--- src/rtl/sprite_table_writer.sv ---
// sprite_table_writer: shadow sprite table plus an Avalon-MM initiator that
// uploads changed entries to the VPU sprite visibility checker once per frame.
//
// Ports:
//   clk, reset_n        clock, asynchronous active-low reset
//   host_we/index/id/x/y  shadow table write port (id 0 = disabled sprite)
//   cfg_offset_x/y      world offsets, sampled at frame_start
//   cfg_world_type      00 = 9x1, 01 = 1x9, 10 = 3x3, 11 = illegal
//   frame_start         vblank pulse that starts an upload
//   err_clear           clears the sticky range_err flag
//   m_write, m_address, m_writedata, m_waitrequest   Avalon-MM initiator
//   busy                upload in progress
//   done                one-cycle pulse after the commit write is accepted
//   frame_skip          one-cycle pulse when frame_start arrives while busy
//   range_err           sticky: a coordinate did not fit its field
//
// With SPRITE_WRITER_FULL_REFRESH_EN, all slots are resent each frame
// and no dirty tracking exists.

module sprite_table_writer #(
    parameter int SPRITE_COUNT = 32
) (
    input  logic        clk,
    input  logic        reset_n,
    input  logic        host_we,
    input  logic [4:0]  host_index,
    input  logic [8:0]  host_id,
    input  logic [12:0] host_x,
    input  logic [12:0] host_y,
    input  logic [12:0] cfg_offset_x,
    input  logic [12:0] cfg_offset_y,
    input  logic [1:0]  cfg_world_type,
    input  logic        frame_start,
    input  logic        err_clear,
    output logic        m_write,
    output logic [7:0]  m_address,
    output logic [31:0] m_writedata,
    input  logic        m_waitrequest,
    output logic        busy,
    output logic        done,
    output logic        frame_skip,
    output logic        range_err
);

    typedef enum logic [2:0] {
        S_IDLE,
        S_SPR,
        S_OX,
        S_OY,
        S_TYPE,
        S_COMMIT
    } state_t;

    state_t state, state_n;

    logic [8:0]  id_tab [SPRITE_COUNT];
    logic [12:0] x_tab  [SPRITE_COUNT];
    logic [12:0] y_tab  [SPRITE_COUNT];

    logic [12:0] off_x_q;
    logic [12:0] off_y_q;
    // Type of the current/last upload; also serves as the "last type"
    // used to detect that every raw word must be re-encoded.
    logic [1:0]  type_q;
    logic [4:0]  cur_idx;

    logic        accept;
    logic        start;
    logic        type_chg;
    logic        spr_go;
    logic        load_spr;
    logic        found;
    logic [4:0]  sel_idx;
    logic [SPRITE_COUNT-1:0] dirty_eff;
    logic [SPRITE_COUNT-1:0] scan_mask;
    logic [SPRITE_COUNT-1:0] cand;

    logic [1:0]  enc_type;
    logic [8:0]  sel_id;
    logic [12:0] sel_x;
    logic [12:0] sel_y;
    logic [31:0] enc_word;
    logic        enc_ovf;
    logic        err_set;
    logic [12:0] ox_src;

    logic        m_write_n;
    logic [7:0]  m_address_n;
    logic [31:0] m_writedata_n;
    logic        busy_n;
    logic        done_n;

    assign accept   = m_write && !m_waitrequest;
    assign start    = (state == S_IDLE) && frame_start;
    assign type_chg = start && (cfg_world_type != type_q);
    assign spr_go   = start || ((state == S_SPR) && accept);
    assign enc_type = start ? cfg_world_type : type_q;
    assign ox_src   = start ? cfg_offset_x : off_x_q;

`ifdef SPRITE_WRITER_FULL_REFRESH_EN
    assign dirty_eff = '1;
`else
    logic [SPRITE_COUNT-1:0] dirty;
    logic [SPRITE_COUNT-1:0] dirty_n;

    assign dirty_eff = dirty | {SPRITE_COUNT{type_chg}};

    // Clear on load, then let a host write re-set the bit so a slot
    // changed during its own upload is resent next frame.
    always_comb begin
        dirty_n = dirty_eff;
        if (load_spr) begin
            dirty_n[sel_idx] = 1'b0;
        end
        if (host_we && (32'(host_index) < SPRITE_COUNT)) begin
            dirty_n[host_index] = 1'b1;
        end
    end

    always_ff @(posedge clk or negedge reset_n) begin
        if (!reset_n) begin
            dirty <= '1;
        end else begin
            dirty <= dirty_n;
        end
    end
`endif

    // Within an upload only slots above the one just sent are eligible,
    // so a re-dirtied slot waits for the next frame.
    always_comb begin
        scan_mask = '0;
        for (int i = 0; i < SPRITE_COUNT; i++) begin
            scan_mask[i] = (state == S_IDLE) || (5'(i) > cur_idx);
        end
    end

    assign cand = dirty_eff & scan_mask;

    always_comb begin
        found   = 1'b0;
        sel_idx = '0;
        for (int i = SPRITE_COUNT - 1; i >= 0; i--) begin
            if (cand[i]) begin
                found   = 1'b1;
                sel_idx = 5'(i);
            end
        end
    end

    assign sel_id = id_tab[sel_idx];
    assign sel_x  = x_tab[sel_idx];
    assign sel_y  = y_tab[sel_idx];

    always_comb begin
        enc_word = {sel_id, 23'b0};
        enc_ovf  = 1'b0;
        case (enc_type)
            2'b00: begin
                enc_word[22:10] = sel_x;
                enc_word[9:0]   = sel_y[9:0];
                enc_ovf         = |sel_y[12:10];
            end
            2'b01: begin
                enc_word[22:13] = sel_x[9:0];
                enc_word[12:0]  = sel_y;
                enc_ovf         = |sel_x[12:10];
            end
            2'b10: begin
                enc_word[22:11] = sel_x[11:0];
                enc_word[10:0]  = sel_y[10:0];
                enc_ovf         = sel_x[12] | (|sel_y[12:11]);
            end
            default: begin
                enc_ovf = 1'b1;
            end
        endcase
    end

    always_comb begin
        state_n       = state;
        m_write_n     = m_write;
        m_address_n   = m_address;
        m_writedata_n = m_writedata;
        busy_n        = busy;
        done_n        = 1'b0;
        load_spr      = 1'b0;

        if (spr_go) begin
            m_write_n = 1'b1;
            busy_n    = 1'b1;
            if (found) begin
                state_n       = S_SPR;
                m_address_n   = {3'b0, sel_idx};
                m_writedata_n = enc_word;
                load_spr      = 1'b1;
            end else begin
                state_n       = S_OX;
                m_address_n   = 8'd32;
                m_writedata_n = {19'b0, ox_src};
            end
        end else if (accept) begin
            case (state)
                S_OX: begin
                    state_n       = S_OY;
                    m_address_n   = 8'd33;
                    m_writedata_n = {19'b0, off_y_q};
                end
                S_OY: begin
                    state_n       = S_TYPE;
                    m_address_n   = 8'd34;
                    m_writedata_n = {30'b0, type_q};
                end
                S_TYPE: begin
                    state_n       = S_COMMIT;
                    m_address_n   = 8'd35;
                    m_writedata_n = '0;
                end
                S_COMMIT: begin
                    state_n       = S_IDLE;
                    m_write_n     = 1'b0;
                    m_address_n   = '0;
                    m_writedata_n = '0;
                    busy_n        = 1'b0;
                    done_n        = 1'b1;
                end
                default: begin
                    state_n = state;
                end
            endcase
        end
    end

    assign err_set = (start && (cfg_world_type == 2'b11))
                   | (load_spr && enc_ovf);

    always_ff @(posedge clk or negedge reset_n) begin
        if (!reset_n) begin
            state       <= S_IDLE;
            m_write     <= 1'b0;
            m_address   <= '0;
            m_writedata <= '0;
            busy        <= 1'b0;
            done        <= 1'b0;
            frame_skip  <= 1'b0;
            range_err   <= 1'b0;
            off_x_q     <= '0;
            off_y_q     <= '0;
            type_q      <= 2'b00;
            cur_idx     <= '0;
        end else begin
            state       <= state_n;
            m_write     <= m_write_n;
            m_address   <= m_address_n;
            m_writedata <= m_writedata_n;
            busy        <= busy_n;
            done        <= done_n;
            frame_skip  <= frame_start && busy;
            range_err   <= err_set | (range_err & ~err_clear);
            if (start) begin
                off_x_q <= cfg_offset_x;
                off_y_q <= cfg_offset_y;
                type_q  <= cfg_world_type;
            end
            if (load_spr) begin
                cur_idx <= sel_idx;
            end
        end
    end

    always_ff @(posedge clk or negedge reset_n) begin
        if (!reset_n) begin
            for (int i = 0; i < SPRITE_COUNT; i++) begin
                id_tab[i] <= '0;
                x_tab[i]  <= '0;
                y_tab[i]  <= '0;
            end
        end else if (host_we && (32'(host_index) < SPRITE_COUNT)) begin
            id_tab[host_index] <= host_id;
            x_tab[host_index]  <= host_x;
            y_tab[host_index]  <= host_y;
        end
    end

endmodule

--- config.mk ---
export PLATFORM = sky130hd
export DESIGN_NAME = sprite_table_writer
export DESIGN_NICKNAME = d
export VERILOG_FILES = /design/src/rtl/sprite_table_writer.sv
export SDC_FILE = /design/constraint.sdc
export NUM_CORES = 2
export LEC_CHECK = 0
export ABC_AREA = 1
export ABC_CLOCK_PERIOD_IN_PS = 8300
export CAP_MARGIN = 20
export CORE_ASPECT_RATIO = 0.7
export CORE_MARGIN = 4
export CORE_UTILIZATION = 25
export CTS_CLUSTER_SIZE = 16
export DETAILED_ROUTE_END_ITERATION = 8
export PLACE_DENSITY = 0.36
export SLEW_MARGIN = 10
export SYNTH_ARGS = -nofsm -noshare
export SYNTH_HDL_FRONTEND = slang
export SYNTH_SLANG_ARGS = --single-unit
--- constraint.sdc ---
create_clock -name clk -period 8.3 [get_ports clk]
set_input_delay 2.075 -clock clk [delete_from_list [all_inputs] [get_ports clk]]
set_output_delay 2.075 -clock clk [all_outputs]
set_load 0.02 [all_outputs]
After elaboration in Yosys (flattened, before gate mapping):

Cells that the tools add are included.

* latch bits: 0
* register bits: 1232
* ROM bits: 0
* bits of input ports: 74
* RAM bits: 0
* logic and storage cells: 335
* memories: 0

* mux-type cells: 110
* add/subtract/negate cells: 0
* reduce and logical (&&, ||, !) cells: 57
* shift-type cells: 0
* equal/unequal tests: 9
* $lt $le $gt $ge: 39
* divide/modulo/power cells: 0
* bitwise gates (word level): 12
* multiply operators: 0

Operators with widths (number)
* 416-bit bitwise mux: 2
* 288-bit bitwise mux: 1
* 32-bit two-way mux: 5
* 5-bit two-way mux: 32
* 13-bit binary-select mux with 5-bit select: 2
* 32-bit one-hot mux with 3 select lines: 1
* 5-bit greater-than comparator, first input constant: 16
* 13-bit two-way mux: 6
* 23-bit one-hot mux with 3 select lines: 1
* 13-bit demux with 5-bit select: 1
* 32-bit bitwise AND: 2
* 32-bit bitwise OR: 2
* 9-bit binary-select mux with 5-bit select: 1
* 9-bit demux with 5-bit select: 1
* 1-bit two-way mux: 42
* 4-bit by 5-bit greater-than comparator with 1-bit output, first input constant: 8
* 1-bit logical OR: 33
* 32-bit NOT: 1
* 8-bit one-hot mux with 4 select lines: 1
* 9-bit two-way mux: 3
* 3-bit by 5-bit greater-than comparator with 1-bit output, first input constant: 4
* 8-bit two-way mux: 2
* 6-bit greater-or-equal comparator, second input constant: 2
* 5-bit by 6-bit < comparator with 1-bit output, second input constant: 2
* 30 further kinds: 56

Logic depth before layout (Yosys ltp):

* word-level depth: 47
* gate-level depth with buffers: 50
* mapped depth without buffers: 48

Worst setup path after synthesis:

Ideal clock, no wire load.

* kind: input to register
* start point: input cfg_world_type[1]
* end point: register range_err
* stages on the path: 46
* library setup time: 119 ps
* path slack: 3117 ps
* arrival time: 5064 ps
* data required time: 8181 ps
* path buffers: 3
* path through: inv_1 -> nand2_1 -> nand2_1 -> nand2_1 -> nand2_4 -> inv_2 -> buf_6 -> or2_1 -> o31ai_1 -> nand2_1 -> nand2_1 -> nand2_1 -> nand2_1 -> nand2_1 -> nand2_1 -> nand2_1 -> nand2_1 -> nand2_1 -> (+10 left out) -> nand2_1 -> nand2_2 -> nand2_4 -> nand2_4 -> buf_6 -> buf_2 -> nand2_1 -> nand2_1 -> nand2_1 -> nand3_1 -> nand3_1 -> nand2_1 -> nor3_1 -> nand2_1 -> nand2_1 -> nand3_1 -> nand2_1 -> nand2_1

* cells in the longest elaborated chain, start to end: 46
* elaborated cells on any way between the ends: 91

Ends and longest elaborated chain
* start: declaration: RTL line 32 `input logic [1:0] cfg_world_type,`
* 2-bit != test: RTL line 95 `assign type_chg = start && (cfg_world_type != type_q);`
* 1-bit logical AND: RTL line 95
* 32-bit bitwise OR: RTL line 106 `assign dirty_eff = dirty | {SPRITE_COUNT{type_chg}};`
* 32-bit bitwise AND: RTL line 138 `assign cand = dirty_eff & scan_mask;`
* 5-bit two-way mux (32 in a row): RTL line 144 `if (cand[i]) begin`
* 5-bit NOT with 6-bit output (not written as such): RTL line 152, 153
* 13-bit binary-select mux with 5-bit select: RTL line 153 `assign sel_y = y_tab[sel_idx];`
* 13-bit two-way mux (not written as such) (2 in a row): RTL line 153
* 2-bit OR reduction: RTL line 172 `enc_ovf = sel_x[12] | (|sel_y[12:11]);`
* 1-bit bitwise OR: RTL line 172
* 1-bit one-hot mux with 3 select lines: RTL line 158 `case (enc_type)`
* 1-bit logical AND: RTL line 235 `| (load_spr && enc_ovf);`
* 1-bit bitwise OR *: RTL line 235
* 1-bit bitwise OR *: RTL line 259 `range_err <= err_set | (range_err & ~err_clear);`
* end signal: assignment: RTL line 259
* end: declaration: RTL line 42 `output logic range_err`

Mark *: on every way between the ends. The rest lies on a longest branch, timed or not. The select of a mux whose other input is x is not followed.
A chain may end at the register's enable or synchronous reset.

Final worst setup path:

* start point: input cfg_world_type[1]
* end point: register m_writedata[20]

* cells in the longest elaborated chain, start to end: 43
* elaborated cells on any way between the ends: 79

Ends and longest elaborated chain
* 2-bit != test: RTL line 95
* 1-bit logical AND: RTL line 95
* 32-bit bitwise OR: RTL line 106
* 32-bit bitwise AND: RTL line 138
* 5-bit two-way mux (32 in a row): RTL line 144
* 5-bit NOT with 6-bit output (not written as such): RTL line 152 `assign sel_x = x_tab[sel_idx];`
* 13-bit binary-select mux with 5-bit select: RTL line 152
* 13-bit two-way mux (not written as such) (2 in a row): RTL line 152
* 23-bit one-hot mux with 3 select lines: RTL line 158
* 32-bit two-way mux *: RTL line 192 `if (found) begin`
* 32-bit two-way mux *: RTL line 189 `if (spr_go) begin`
* end signal: assignment: RTL line 255 `m_writedata <= m_writedata_n;`
* end: declaration: RTL line 37 `output logic [31:0] m_writedata,`

Marked as above.

==> reports/qor.txt <==
synth warn = 0
I/O pin count = 119
Slew HR = 0.2830
GP Congestion = 0.8081
core area = 0.2141 mm^2
# H-tree levels = 4
RSZ-0062 raised after global routing = no
Synth Area in Compound Gates = 0.1847
VDD IR max = 0.5400 mV
CTS tree = yes
initial drt markers = 4354
Tot GR Track Use = 0.2045
Worst Tran Pin Value = 1.074 ns
Starting Density = 0.2515
placed cell areas = 0.05813 mm^2
clock transition at the registers of the reported paths = 0.06 ns
CP most frequent cell = nand2_1
maxcap violations = 0
worst endpoint data arrival time = 7.54 ns
WP data required = 9.01 ns
CP Buf/Inv Count = 4
Post-Synth XOR/XNOR Area = 0
Synth Flop Type = dfrtp_1
CTS buffer count = 145
slowest stage delay, CP = 0.48 ns
clk_lat worst skew = 0.80 ns
setup TNS = 0 ns
status = complete, no violations
mux cell area share after synthesis = 0.001116
Synth cell types = 50
Die Span Y = 396.2 um
initial antenna violation count = 11
Hold WS = 0.4698 ns
CTS Hold Buffers Added = 0
layout cells sized above 1 = 0.08261
Mapped Area = 0.05383 mm^2
area grow syn2layout = 16.99%
final setup vio count = 0
final wirelength = 231.7 mm
static leakage = 28.41 nW
Syn Inst Count = 6258
CP endpoint kind = register
Routed Antenna Nets = 0
via count = 44.80k
P per Cell Area = 453.9 mW/mm^2
adder-cell area share of the yosys netlist = 0
Initial DRT Pass Iterations = 5
DIE AREA = 0.2229 mm^2
FF/Latch Area = 0.03082 mm^2
drt drc = 0
largest net degree at the start of global routing = 168
fmax = 146.4 MHz
Mean Syn Cell Area = 8.602 um^2
register area share after synthesis = 0.5725
nets = 6213
die width = 562.6 um
Worst Path Class, Setup = primary input to register
CP startpoint kind = primary input
vias in the first global route = 43.62k
skew final = 0.03270 ns
Filler Cell Count = 22.92k
Sink Count = 1230
Final Cell Area = 0.06298 mm^2
number of I/O port buffers = 116
pre-CTS setup slack = 0.6514 ns
CTS Buffer Depth = 4
Max FO, Critical Path = 30
wire per inst = 25.42 um
Final WS setup = 1.471 ns
# resized after CTS = 0
Multi-input gate area = 0.02036 mm^2
CP delay by family, top = simple AND/OR/NAND/NOR gates
Tcrit/Tclk final = 0.8228
Async SR Flop Fraction = 1.000
first-pass GRT wire length = 335.6 mm
root buffer cell = clkbuf_16
drt via density = 4.915
worst-path cell with the longest stage delay = clkdlybuf4s50_1
HPWL after detailed placement = 126.1 mm
HP Class = register to register
total grt overflow = 0
Final Hold Fails = 0
Rows = 142
largest family of logic cells by synthesized area = compound AO/OA/AOI/OAI gates
max-slew violation count = 0
total power = 28.59 mW
synthesized flop and latch total = 1230
Post-Synth Simple-Gate Area = 0.1846
Post-CTS Setup Inserts = 0
Post-synth EDFFs = 0
Tmin final = 6.829 ns
-- path summary, 6_finish.rpt --
check                      cells past startpoint  slack, ns            startpoint                     endpoint
setup / recovery                              45       1.47     cfg_world_type[1]  m_writedata[20]$_DFFE_PN0P_
hold / removal                                 2       0.47  off_x_q[0]$_DFF_PN0_         off_x_q[0]$_DFF_PN0_
setup reg to reg                              43       2.69  state[0]$_DFFE_PN0P_  m_writedata[20]$_DFFE_PN0P_
hold reg to reg                                2       0.47  off_x_q[0]$_DFF_PN0_         off_x_q[0]$_DFF_PN0_
max in group asynchronous                      3       5.22               reset_n       x_tab[365]$_DFFE_PN0P_
min in group asynchronous                      1       1.29               reset_n       x_tab[294]$_DFFE_PN0P_
-- power by group --
group	internal, mW	leakage, nW	switching [mW]
combinational	4.22	10.4	9.73
clock	3.97	2.37	2.67
sequential	7.28	15.7	0.721
total	15.5	28.4	13.1
-- worst min-delay path, delay by kind of cell (launching register included) --
family        cells  cell delay [ns]
simple gates      2             0.11
flops             1             0.32
-- kinds of logic (layout without fill, tap and decap cells) --
group                  Yosys count  after routing
flip-flops                    1230           1230
other                            1              4
buffers and inverters          744            719
AND/OR/NAND/NOR               2457           2457
AO/OA/AOI/OAI                 1820           1820
multiplexers                     6              6
-- synth_stat cells, types with 4 or more instances --
master | n | share of area
nand2_1 | 1703 | 0.12
o21ai_0 | 1212 | 0.11
dfrtp_1 | 1198 | 0.56
nor2_1 | 406 | 0.028
clkbuf_1 | 387 | 0.027
o22ai_1 | 283 | 0.033
inv_1 | 212 | 0.015
nand3_1 | 162 | 0.015
a21oi_1 | 135 | 0.013
buf_2 | 93 | 0.0086
o221ai_1 | 68 | 0.011
or2_2 | 53 | 0.0062
o21ai_1 | 51 | 0.0047
nand4_1 | 35 | 0.0041
dfstp_2 | 32 | 0.016
buf_4 | 27 | 0.0038
o211ai_1 | 25 | 0.0035
nand3b_1 | 23 | 0.0032
nor3_1 | 23 | 0.0021
or2_0 | 21 | 0.0024
or2_1 | 11 | 0.0013
buf_1 | 8 | 0.00056
buf_6 | 8 | 0.0017
a221oi_1 | 6 | 0.00098
inv_2 | 6 | 0.00042
mux2i_1 | 6 | 0.0011
nand2_4 | 6 | 0.0013
o2111ai_1 | 6 | 0.00098
o22a_1 | 6 | 0.00098
a221o_1 | 5 | 0.00093
a22oi_1 | 5 | 0.00070
nor2_2 | 5 | 0.00058
o31ai_1 | 4 | 0.00056
-- routing by layer --
layer | routed length, um | GRT usage
met1 | 114700 | 0.3053
met4 | 3607 | 0.03467
met2 | 102700 | 0.3176
met5 | 0 | 0
met3 | 10700 | 0.02806
-- final cells by class --
cell class,instances,area share
Timing Repair Buffer,256,0.04092
Clock buffer,210,0.06860
Tap cell,2880,0.05721
Sequential cell,1230,0.4893
Inverter,221,0.01321
Clock inverter,32,0.007350
Antenna cell,2,0.00007946
Multi-Input combinational cell,4285,0.3233
-- per-stage QoR --
stage | utilization | std cells
after floorplan | - | 6259
after global placement | 0.2711 | 8862
after detailed placement | 0.2715 | 8867
after CTS | 0.2939 | 9109
after global routing | 0.2942 | 9114
final | 0.2942 | 9116
-- registers in the layout (all words and copies together) (netlist names), 2 cells and up --
name / count
cur_idx: 5
dirty: 32
id_tab: 288
m_address: 6
m_writedata: 32
off_x_q: 13
off_y_q: 13
state: 3
type_q: 2
x_tab: 416
y_tab: 416
-- placed cells by master, fill, tap and decap left out, drive strengths merged, types with 12 or more instances in the layout --
cell	netlist	routed
o21ai	1263	1263
bufinv	0	12
dfrtp	1198	1198
dfstp	32	32
or2	85	85
o211ai	26	26
nand3	163	163
clkbuf	387	211
nand2	1711	1711
clkinv	3	21
nand4	35	35
nor2	412	412
inv	218	219
o221ai	68	68
a21oi	135	135
o22ai	283	283
clkdlybuf4s50	0	115
nor3	23	23
nand3b	23	23
buf	136	140
Note: power is estimated with default switching activity, not from simulation.
